<file path="config.mk">
export PLATFORM = sky130hd
export DESIGN_NAME = mipi_csi_tx_lane_distributor
export DESIGN_NICKNAME = d
export VERILOG_FILES = /design/src/rtl/mipi_csi_tx_lane_distributor.sv
export SDC_FILE = /design/constraint.sdc
export NUM_CORES = 1
export LEC_CHECK = 0
export ABC_CLOCK_PERIOD_IN_PS = 2500
export BUFFER_PORTS_ARGS = -buffer_cell sky130_fd_sc_hd__buf_4
export CAP_MARGIN = 20
export CORE_MARGIN = 4
export CORE_UTILIZATION = 50
export DETAILED_ROUTE_END_ITERATION = 8
export MAX_ROUTING_LAYER = met4
export PLACE_DENSITY = 0.78
export SLEW_MARGIN = 30
export SYNTH_ARGS = -nofsm -noshare
export SYNTH_HDL_FRONTEND = slang
export SYNTH_SLANG_ARGS = --single-unit
</file>
<file path="constraint.sdc">
create_clock -name clk_i -period 2.5 [get_ports clk_i]
set_input_delay 0.25 -clock clk_i [delete_from_list [all_inputs] [get_ports clk_i]]
set_output_delay 0.25 -clock clk_i [all_outputs]
set_load 0.05 [all_outputs]
</file>
<file path="src/rtl/mipi_csi_tx_lane_distributor.sv">
// mipi_csi_tx_lane_distributor: frames packet words onto CSI-2 HS lanes (preamble, sync, data, trail)
// Optional per-lane output skew is compiled in with MIPI_TX_LANE_SKEW_EN.
module mipi_csi_tx_lane_distributor #(
    parameter int MIPI_GEAR       = 16,
    parameter int MIPI_LANES      = 4,
    parameter int PREAMBLE_CYCLES = 4,
    parameter int TRAIL_CYCLES    = 2
) (
    input  logic                             clk_i,
    input  logic                             reset_n_i,
    input  logic [MIPI_GEAR*MIPI_LANES-1:0]  data_i,
    input  logic                             data_valid_i,
    input  logic                             data_last_i,
    input  logic [MIPI_LANES-1:0]            data_keep_i,
    output logic                             data_ready_o,
    input  logic [3*MIPI_LANES-1:0]          lane_skew_i,
    output logic [MIPI_GEAR*MIPI_LANES-1:0]  lane_byte_o,
    output logic [MIPI_LANES-1:0]            lane_valid_o,
    output logic [MIPI_LANES-1:0]            hs_active_o,
    output logic                             underrun_o
);
    localparam int G = MIPI_GEAR;
    localparam int L = MIPI_LANES;
    typedef enum logic [2:0] {IDLE, PREAMBLE, SYNC, DATA, TRAIL, DRAIN} state_t;
    state_t state;
    logic [3:0] pre_cnt;
    logic [2:0] trail_cnt [L];
    logic [L-1:0] last_msb, trail_done, keep, r_valid, r_hs;
    logic [G*L-1:0] r_byte;
    logic [G-1:0] sync_word;
    logic drain_busy;
    assign sync_word = G'(16'hB800);
    assign keep = (data_keep_i == '0) ? '1 : data_keep_i;
    always_comb begin
        trail_done = '0;
        for (int n = 0; n < L; n++) trail_done[n] = trail_cnt[n] >= 3'(TRAIL_CYCLES);
    end
`ifdef MIPI_TX_LANE_SKEW_EN
    localparam state_t TRAIL_NEXT = DRAIN;
    logic [2:0] skew [L];
    logic [G-1:0] sh_byte [L][7];
    logic [6:0] sh_valid [L];
    logic [6:0] sh_hs [L];
    always_ff @(posedge clk_i or negedge reset_n_i) begin
        if (!reset_n_i) begin
            for (int n = 0; n < L; n++) begin
                skew[n] <= '0;
                sh_valid[n] <= '0;
                sh_hs[n] <= '0;
                for (int k = 0; k < 7; k++) sh_byte[n][k] <= '0;
            end
        end else begin
            for (int n = 0; n < L; n++) begin
                if (state == IDLE) skew[n] <= lane_skew_i[3*n +: 3];
                sh_valid[n] <= {sh_valid[n][5:0], r_valid[n]};
                sh_hs[n] <= {sh_hs[n][5:0], r_hs[n]};
                sh_byte[n][0] <= r_byte[n*G +: G];
                for (int k = 1; k < 7; k++) sh_byte[n][k] <= sh_byte[n][k-1];
            end
        end
    end
    // a lane's pipeline counts as busy only over the stages its skew actually taps
    always_comb begin
        lane_byte_o = r_byte;
        lane_valid_o = r_valid;
        hs_active_o = r_hs;
        drain_busy = 1'b0;
        for (int n = 0; n < L; n++) begin
            if (skew[n] != 3'd0) begin
                lane_byte_o[n*G +: G] = sh_byte[n][skew[n] - 3'd1];
                lane_valid_o[n] = sh_valid[n][skew[n] - 3'd1];
                hs_active_o[n] = sh_hs[n][skew[n] - 3'd1];
            end
            for (int k = 0; k < 7; k++) if (3'(k) < skew[n] && sh_hs[n][k]) drain_busy = 1'b1;
        end
    end
`else
    localparam state_t TRAIL_NEXT = IDLE;
    logic skew_unused;
    assign skew_unused = ^lane_skew_i;
    assign drain_busy = 1'b0;
    assign lane_byte_o = r_byte;
    assign lane_valid_o = r_valid;
    assign hs_active_o = r_hs;
`endif
    always_ff @(posedge clk_i or negedge reset_n_i) begin
        if (!reset_n_i) begin
            state <= IDLE;
            pre_cnt <= '0;
            for (int n = 0; n < L; n++) trail_cnt[n] <= '0;
            last_msb <= '0;
            r_byte <= '0;
            r_valid <= '0;
            r_hs <= '0;
            data_ready_o <= 1'b0;
            underrun_o <= 1'b0;
        end else begin
            case (state)
                IDLE: begin
                    r_byte <= '0;
                    r_valid <= '0;
                    r_hs <= '0;
                    pre_cnt <= '0;
                    if (data_valid_i) state <= PREAMBLE;
                end
                PREAMBLE: begin
                    r_byte <= '0;
                    r_valid <= '0;
                    r_hs <= '1;
                    pre_cnt <= pre_cnt + 4'd1;
                    if (pre_cnt == 4'(PREAMBLE_CYCLES - 1)) state <= SYNC;
                end
                SYNC: begin
                    for (int n = 0; n < L; n++) begin
                        r_byte[n*G +: G] <= sync_word;
                        trail_cnt[n] <= '0;
                    end
                    r_valid <= '1;
                    r_hs <= '1;
                    last_msb <= {L{sync_word[G-1]}};
                    data_ready_o <= 1'b1;
                    state <= DATA;
                end
                DATA: begin
                    r_hs <= '1;
                    if (!data_valid_i) begin
                        r_byte <= '0;
                        r_valid <= '1;
                        last_msb <= '0;
                        underrun_o <= 1'b1;
                    end else if (!data_last_i) begin
                        r_byte <= data_i;
                        r_valid <= '1;
                        for (int n = 0; n < L; n++) last_msb[n] <= data_i[n*G + G - 1];
                    end else begin
                        // unkept lanes spend this beat as their first trail beat
                        for (int n = 0; n < L; n++) begin
                            if (keep[n]) begin
                                r_byte[n*G +: G] <= data_i[n*G +: G];
                                last_msb[n] <= data_i[n*G + G - 1];
                                trail_cnt[n] <= 3'd0;
                            end else begin
                                r_byte[n*G +: G] <= {G{~last_msb[n]}};
                                trail_cnt[n] <= 3'd1;
                            end
                        end
                        r_valid <= keep;
                        data_ready_o <= 1'b0;
                        state <= TRAIL;
                    end
                end
                TRAIL: begin
                    r_valid <= '0;
                    for (int n = 0; n < L; n++) begin
                        r_byte[n*G +: G] <= trail_done[n] ? '0 : {G{~last_msb[n]}};
                        r_hs[n] <= !trail_done[n];
                        if (!trail_done[n]) trail_cnt[n] <= trail_cnt[n] + 3'd1;
                    end
                    if (&trail_done) state <= TRAIL_NEXT;
                end
                DRAIN: if (!drain_busy) state <= IDLE;
                default: state <= IDLE;
            endcase
        end
    end
endmodule

</file>
==> metrics <==
hold path startpoint=data_i[42]; Avg Cell Area, Syn=~12 sq um; Worst EP required=around 2.7 ns; hold depth=2; worst min-delay path class=in -> reg; Max IR drop VDD=about 0.00065 V; leading cell type by number of instances after synthesis=dfrtp_1; WL/cell=~19 um; most frequent cells after synthesis=dfrtp_1, a221o_1, nand2_1, a221o_2, nand2b_1; pre-CTS WS=between 0.3 and 0.4 ns; Max FO, Critical Path=25; Max-slew headroom=54.0%; final setup TNS=0 ns; Endpoint, Worst Hold=lane_byte_o[42]$_DFFE_PN0P_; Post-CTS Setup Inserts=0; M3 GR Usage=4.55%; clk sinks=97; Crit Path Class=reg -> reg; Core Footprint=roughly 8300 sq um; crit end category=flop; Clk pwr share=around 16%; # DRC=0; cts repair resizes=0; f_max=about 470 MHz; post-layout minimum cycle time=~2.1 ns; Unique masters post-synth=50; largest area contributor in the netlist=dfrtp_1; reg-to-reg slack, setup=0.36 ns; DP Area=between 5000 and 6000 sq um; IO Count=between 150 and 200; largest net degree at the start of global routing=between 50 and 60; Async SR Flop Fraction=between 90% and 100%; gr busiest metal=met2; internal power=roughly 3.4 mW; Via density=roughly 6.1; # nets final=between 500 and 600; CTS root buf=clkbuf_8; EDFF count, synth=0; post-synthesis compound-gate area fraction=between 20% and 30%; Mapped Cells=358; gr ovfl total=0; CTS tree=yes; worst flop-to-flop path endpoint=lane_byte_o[28]$_DFFE_PN0P_; max-cap violations=0; first-pass GRT wire length=about 18000 um; sw power=~2.8 mW; DRT Wirelength=about 12000 um; final instance area=approximately 5700 sq um; Critical Path AT=2.38 ns; CTS max path bufs=2; # rows=33; GPL Wtd Cong=a little over 0.8; antenna fix cells=0; Synth Net Count=450; Worst Setup Start Kind=flop; Top FF cell, synth=dfrtp_1; slew at the pin closest to its max-slew limit=approximately 0.7 ns; gr usage total=around a quarter; Final Worst Setup Slack=roughly 0.36 ns; Die Y=around 100 um; clock slew at reported path FFs=roughly 0.10 ns; vias=~3700; Synth Area in Simple Gates=12.7%; share of the yosys chip area belonging to registers=between 50% and 60%; Setup violations, final=0; top cells by area, synth=dfrtp_1, a221o_1, a221o_2, a221oi_1, nand2b_1; Final Hold Viols=0; Non-Filler Instances=~600; Post-Syn Area=around 4400 sq um; First-pass DRT Iterations=4; initial antenna violation count=0; post-synthesis mux area share=0.947%; hold_buf cts=1; Post-DP HPWL=8510 um; Post-DRT Antenna Nets=0; clock skew=about 0.015 ns; P&R area growth vs syn=30.6%; First DRT Iteration DRCs=a little under 200; layout cells sized above 1=41.5%; clk_lat worst skew=roughly 0.36 ns; Initial Util=52.3%; CTS H-tree depth=3; Power Density=roughly 1100 nW/um^2; Die X=101 um; Gate power share=46.3%; Pins Over Slew Limit=0; r2r startpoint=state[1]$_DFFE_PN0P_; top-area cell type share of the netlist area=between 50% and 60%; P_leak=2.84 nW; CTS buffer count=9; largest family of logic cells by synthesized area=compound AO/OA/AOI/OAI gates; vias in the first global route=approximately 3600; FF+latch count, synth=between 90 and 100; fin crit share=a little under nine tenths; R2R cell count=5; Synthesis Warnings=0; die area=about 10000 sq um; IO Port Bufs=around 150; Sw Share=45.3%; RSZ-0062 raised after global routing=false; Post-Synth Adder-Cell Area=~2.3%; status=finished, final reports clean; xor-xnor portion of the synthesized cell area=0%; Sequential Power Share=between 30% and 40%; routing usage on met1=32.0%; M2 GR Usage=36.1%; placed cell count=around 590
==> sequential cells by signal, indices dropped and copies added, names as in the netlist <==
name	flops
underrun_o	1
hs_active_o	4
last_msb	4
trail_cnt	12
lane_valid_o	4
pre_cnt	4
data_ready_o	1
state	3
lane_byte_o	64
==> logic make-up after synthesis <==
group / Yosys count
AO/OA/AOI/OAI: 119
adder cells (fa/ha/maj): 8
buffers and inverters: 34
flip-flops: 97
multiplexers: 4
AND/OR/NAND/NOR: 96
==> routing by layer <==
metal  wire length, um  vias to the layer above
met2              5590                      136
met3               907                       20
met4               208                        0
met5                 0                        -
met1              4900                     1844
li1                  -                     1659
==> per-stage QoR <==
step | hold WS, ns | utilization, % | total power [mW]
finish | 0.111 | 68.3 | 6.18
global route | 0.100 | 68.3 | 6.52
CTS | 0.102 | 68.3 | 6.21
detailed placement | 0.266 | 66.0 | 5.24
global placement | 0.262 | 66.0 | 5.15
floorplan | -0.0456 | - | 4.33
==> critical path: stages, from the launching register on <==
cell and delay, ns:
dfrtp_1 0.54, or2_2 0.41, and2_2 0.39, buf_4 0.28, a221oi_1 0.31, nand2b_1 0.09
==> layout make-up <==
class / instances / area [sq um]
Tap cell: 105 / 131
Clock buffer: 10 / 138
Timing Repair Buffer: 155 / 1190
Clock inverter: 6 / 47.5
Multi-Input combinational cell: 227 / 1750
Inverter: 4 / 15.0
Fill cell: 634 / 2640
Sequential cell: 97 / 2430
==> worst max-delay path by stage <==
stage / cells past startpoint / end / from / slack (ns)
CTS: 5 / lane_byte_o[28]$_DFFE_PN0P_ / state[1]$_DFFE_PN0P_ / 0.36
detailed placement: 5 / lane_byte_o[28]$_DFFE_PN0P_ / state[1]$_DFFE_PN0P_ / 0.37
global route: 5 / lane_byte_o[15]$_DFFE_PN0P_ / state[1]$_DFFE_PN0P_ / 0.26
global placement: 5 / lane_byte_o[28]$_DFFE_PN0P_ / state[1]$_DFFE_PN0P_ / 0.43
finish: 5 / lane_byte_o[28]$_DFFE_PN0P_ / state[1]$_DFFE_PN0P_ / 0.36
floorplan: 6 / lane_byte_o[25]$_DFFE_PN0P_ / state[1]$_DFFE_PN0P_ / 0.71
==> placed cells by master (no fill, tap or decap), types with 11 or more instances in the layout <==
| cell | n |
|---|---|
| a21oi_1 | 12 |
| a221o_1 | 30 |
| a221o_2 | 18 |
| a221oi_1 | 16 |
| buf_4 | 152 |
| dfrtp_1 | 97 |
| nand2_1 | 21 |
| nand2b_1 | 17 |
| nor2_1 | 15 |
| nor3_1 | 12 |
| o21ai_0 | 11 |
==> power groups by stage <==
stage	Clock, mW	Sequential [mW]	Combinational, mW
floorplan	0	3.31	1.02
global placement	0	2.35	2.81
detailed placement	0	2.38	2.87
CTS	0.985	2.34	2.88
global route	1.05	2.41	3.06
finish	0.966	2.35	2.86
(Power assumes the default switching activity.)
